--- config.mk ---
export PLATFORM = sky130hd
export DESIGN_NAME = ysyx_25030081_ifu
export DESIGN_NICKNAME = d
export VERILOG_FILES = /design/src/rtl/ysyx_25030081_ifu.sv
export SDC_FILE = /design/constraint.sdc
export NUM_CORES = 1
export LEC_CHECK = 0
export ABC_AREA = 1
export CAP_MARGIN = 20
export CORE_ASPECT_RATIO = 1.2
export CORE_MARGIN = 2
export CORE_UTILIZATION = 34
export CTS_CLUSTER_DIAMETER = 120
export DETAILED_ROUTE_END_ITERATION = 7
export MAX_ROUTING_LAYER = met4
export PLACE_DENSITY = 0.58
export SKIP_LAST_GASP = 1
export SYNTH_ARGS = -nofsm -noshare
export SYNTH_HDL_FRONTEND = slang
export SYNTH_SLANG_ARGS = --single-unit
--- constraint.sdc ---
create_clock -name clk -period 3.05 [get_ports clk]
set_clock_uncertainty 0.15 [all_clocks]
set_input_delay 0.4575 -clock clk [delete_from_list [all_inputs] [get_ports clk]]
set_output_delay 0.4575 -clock clk [all_outputs]
set_load 0.03 [all_outputs]
--- src/rtl/ysyx_25030081_ifu.sv ---
// Instruction fetch unit: owns the PC, issues one imem read at a time and holds the fetched word for decode.
// Optional performance counters are built when YSYX_25030081_IFU_PERF_EN is defined.
module ysyx_25030081_ifu #(
  parameter logic [31:0] RESET_PC = 32'h8000_0000
) (
  input  logic        clk,
  input  logic        rst_n,
  output logic        imem_req_valid,
  input  logic        imem_req_ready,
  output logic [31:0] imem_req_addr,
  input  logic        imem_resp_valid,
  input  logic [31:0] imem_resp_data,
  output logic        inst_valid,
  input  logic        inst_ready,
  output logic [31:0] inst,
  output logic [31:0] inst_pc,
  input  logic        redirect_valid,
  input  logic [31:0] redirect_pc
`ifdef YSYX_25030081_IFU_PERF_EN
  ,
  output logic [31:0] perf_fetch_cnt,
  output logic [31:0] perf_stall_cnt
`endif
);

  localparam logic [1:0] IDLE = 2'd0;
  localparam logic [1:0] REQ  = 2'd1;
  localparam logic [1:0] WAIT = 2'd2;
  localparam logic [1:0] HOLD = 2'd3;

  logic [1:0]  state;
  logic [1:0]  state_next;
  logic [31:0] pc;
  logic [31:0] pc_next;
  logic [31:0] req_addr;
  logic        drop;
  logic        resp_keep;
  logic        resp_discard;

  assign resp_keep      = (state == WAIT) && imem_resp_valid && !drop && !redirect_valid;
  assign resp_discard   = (state == WAIT) && imem_resp_valid && (drop || redirect_valid);

  assign imem_req_valid = (state == REQ);
  assign imem_req_addr  = req_addr;
  assign inst_valid     = (state == HOLD);

  // A redirect always wins over the sequential increment taken on a kept response.
  always_comb begin
    pc_next = pc;
    if (resp_keep) pc_next = pc + 32'd4;
    if (redirect_valid) pc_next = redirect_pc & 32'hFFFF_FFFC;
  end

  always_comb begin
    state_next = state;
    case (state)
      IDLE: state_next = REQ;
      REQ:  if (imem_req_ready) state_next = WAIT;
      WAIT: begin
        if (resp_discard) state_next = REQ;
        else if (resp_keep) state_next = HOLD;
      end
      HOLD: if (inst_ready || redirect_valid) state_next = REQ;
      default: state_next = IDLE;
    endcase
  end

  // The request address is captured on entry to REQ so it stays stable until accepted,
  // even if a redirect moves pc while the request is still pending.
  always_ff @(posedge clk or negedge rst_n) begin
    if (!rst_n) begin
      state    <= IDLE;
      pc       <= RESET_PC;
      req_addr <= RESET_PC;
      drop     <= 1'b0;
      inst     <= 32'h0000_0013;
      inst_pc  <= RESET_PC;
    end else begin
      state <= state_next;
      pc    <= pc_next;
      if ((state_next == REQ) && (state != REQ)) req_addr <= pc_next;
      if ((state == WAIT) && imem_resp_valid) drop <= 1'b0;
      else if (redirect_valid && ((state == REQ) || (state == WAIT))) drop <= 1'b1;
      if (resp_keep) begin
        inst    <= imem_resp_data;
        inst_pc <= pc;
      end
    end
  end

`ifdef YSYX_25030081_IFU_PERF_EN
  always_ff @(posedge clk or negedge rst_n) begin
    if (!rst_n) begin
      perf_fetch_cnt <= 32'd0;
      perf_stall_cnt <= 32'd0;
    end else begin
      if (inst_valid && inst_ready) perf_fetch_cnt <= perf_fetch_cnt + 32'd1;
      if ((state == REQ) || (state == WAIT)) perf_stall_cnt <= perf_stall_cnt + 32'd1;
    end
  end
`endif

endmodule

==> results.md <==
- Hold_ws: around 0.31 ns
- Int Pwr: ~4.7 mW
- Psw: between 3 and 4 mW
- Final Hold Vio Count: 0
- # rows: 52
- Router iterations before antenna repair: 5
- First-pass GRT wire length: about 26 mm
- Max cap viols: 0
- Vias in the first global route: roughly 5000
- CP Max Fanout: 5
- XOR/XNOR Fraction of Synth Area: 0.0162
- Hold/Removal Path Class: reg2reg
- Clock Sink Count: roughly 130
- R2R Setup Slk: just under 0.6 ns
- Main synth FF type: dfrtp_1
- Net count after synthesis: ~800
- Final period util: 0.819
- Largest family of logic cells by synthesized area: simple AND/OR/NAND/NOR gates
- Post-synth top area cell: dfrtp_1
- Ys Warns: 0
- Synth area leaders: dfrtp_1 53%, nand2_1 21%, nand3_1 3.1%, inv_1 2.8%, dfstp_2 2.7%
- Fill count: approximately 1600
- PwrDens: a little over 900 nW/um^2
- Sw Ratio: 0.392
- Worst r2r src: state[0]
- Compound-Gate Fraction of Synth Area: 0.0503
- Worst Tran Pin Value: roughly 0.64 ns
- Depth of the CTS H-tree: 4
- RePlAce Congestion: about 0.89
- Slew HR: 0.573
- Die span in x: between 100 and 150 um
- Final setup fails: 0
- Post-Syn Area per Cell: between 8 and 9 um^2
- Area growth syn-to-layout: 40.4%
- Final ANT Viol Nets: 0
- Cell count of the worst reg-to-reg path: 11
- CP startpoint kind: register
- Clock power frac: 0.242
- Largest net degree at the start of global routing: 57
- Initial antenna violation count: 0
- Fin crit period: around 2.5 ns
- DRC Markers: 0
- Worst Setup End Kind: output pin
- Worst reg2reg path endpoint: imem_req_addr[26]
- Hpwl dp: roughly 11 mm
- Multiplexer share of the synthesized area: 0
- Num CTS Buffers: 17
- Port Buffers: 165
- CTS tree: done
- Top cells by count, synth: 337 x nand2_1, 125 x dfrtp_1, 44 x inv_1
- Max VDD drop: approximately 470 uV
- Die Y: ~150 um
- Part of the power in combinational logic: 0.420
- Adder and majority gate portion of the synthesized area: 0.0105
- Async set or reset register ratio after synthesis: 1.00
- Hold_sp: inst[0]
- WL per Instance: between 10 and 15 um
- Register area: approximately 3300 um^2
- Clock Path Buffers: 2
- Flops & latches, synth: roughly 130
- Slew Limit Fails: 0
- Die area: between 15000 and 20000 um^2
- Leakage: about 4.1 nW
- WL final: ~16 mm
- Fin nets: approximately 970
- # IOs: 168
- Endpoint, Worst Hold: inst[0]
- Grt total ovfl: 0
- All-Layer GR Usage: 0.183
- Register area share after synthesis: 0.553
- Share of cells above drive strength 1: 0.0797
- Worst Path Required: around 2.4 ns
- Post-route setup TNS: 0 ns
- Count leader, synth: nand2_1
- Post-synthesis simple-gate area fraction: 0.318
- Drt via density: approximately 4.6
- Critical Path AT: about 1.9 ns
- Number of synthesized flops with an enable pin: 0
- RSZ-0062 raised after global routing: false
- Starting Density: 0.350
- Mapped Area: 5940 um^2
- Cells after synthesis: 726
- Clk_lat worst skew: 0.42 ns
- Core area: about 17000 um^2
- Outcome: completed
- Post-CTS Setup Inserts: 0
- Initial DRC Count: 240
- Synth top area share: 0.527
- Yosys cell types: 34
- Sequential Power Share: 0.338
- DR vias: 5135
- Diode count: 0
- CTS clock-pin slew for the worst setup and hold paths: 0.05 ns
- WS Path Type: reg2out
- Worst hold stages: 2
- CTS root buf: clkbuf_16
- Maximum clock rate: approximately 400 MHz
- Area of the multi-input gates: approximately 2400 um^2
[power groups by stage]
| stage | sequential [mW] | clock (mW) | combinational [mW] |
|---|---|---|---|
| floorplan | 3.54 | 0 | 0.977 |
| global placement | 2.63 | 0 | 3.25 |
| detailed placement | 2.63 | 0 | 3.29 |
| CTS | 2.61 | 1.91 | 3.30 |
| global route | 2.68 | 1.98 | 3.51 |
| finish | 2.61 | 1.87 | 3.24 |
[worst max path at each step]
stage / slack, ns / cells after the start / startpoint / to
2_1_floorplan: 1.17 / 10 / state[1] / imem_req_addr[28]
3_3_place_gp: 0.35 / 10 / imem_resp_valid / imem_req_addr[12]
3_5_place_dp: 0.32 / 9 / redirect_valid / imem_req_addr[26]
4_1_cts: 0.54 / 3 / state[1] / imem_req_valid
5_1_grt: 0.34 / 11 / state[0] / imem_req_addr[26]
6_report: 0.55 / 3 / state[1] / imem_req_valid
[critical path: stages (launching register included)]
cell             delay [ns]
dfrtp_1                0.42
inv_1                  0.13
ha_1                   0.23
clkdlybuf4s50_1        0.69
[stage by stage]
step / util / setup WS [ns] / power [mW] / cell area (um^2) / instances
finish: 0.491 / 0.552 / 7.72 / 8340 / 1119
CTS: 0.491 / 0.543 / 7.82 / 8340 / 1119
detailed placement: 0.460 / 0.322 / 5.92 / 7810 / 1089
floorplan: - / 1.17 / 4.52 / 5940 / 726
global route: 0.491 / 0.336 / 8.17 / 8340 / 1119
global placement: 0.460 / 0.346 / 5.88 / 7810 / 1089
[timing repair]
| item | 4_1_cts | 5_1_grt |
|---|---|---|
| endpoints found under the hold margin | 50 | 0 |
| resized for setup | 0 | 0 |
| hold buffers | 1 | 0 |
[kinds of logic after synthesis]
kind of cell    count (synthesis)
flops                         131
buf+inv                        74
simple gates                  453
compound gates                 52
xor+xnor                       11
fa+ha+maj                       5
[state kept, by name, summed over array words and instances, names as in the netlist]
name and count:
pc 32, drop 1, inst 32, imem_req_addr 32, inst_pc 32, state 2
[cell usage in the layout (no fill, tap or decap), types with 3 or more instances in the layout]
cell and n:
nand2_1 337, clkdlybuf4s50_1 164, dfrtp_1 125, inv_1 44, nand3_1 37, nor2_1 35
o21ai_0 28, clkbuf_16 17, nand4_1 12, or2_2 10, xor2_1 10, buf_4 10
o21ai_1 9, a21boi_0 7, nor2_2 6, dfstp_2 6, ha_1 5, nand2_2 4
clkbuf_1 4, clkinv_2 4, nor2_4 3, nor3_1 3
[routing by layer]
layer	track usage	wire (um)
met5	-	0
met4	0.0742	383
met3	0.0344	774
met2	0.280	7330
met1	0.241	7560
[cell type report]
type,count,share of cell area
sequential,131,0.394
multi-input combinational,521,0.282
timing repair buffer,176,0.208
clock buffer,23,0.0561
tap,216,0.0324
inverter,46,0.0207
clock inverter,6,0.00690
Note: power is estimated with default switching activity, not from simulation.
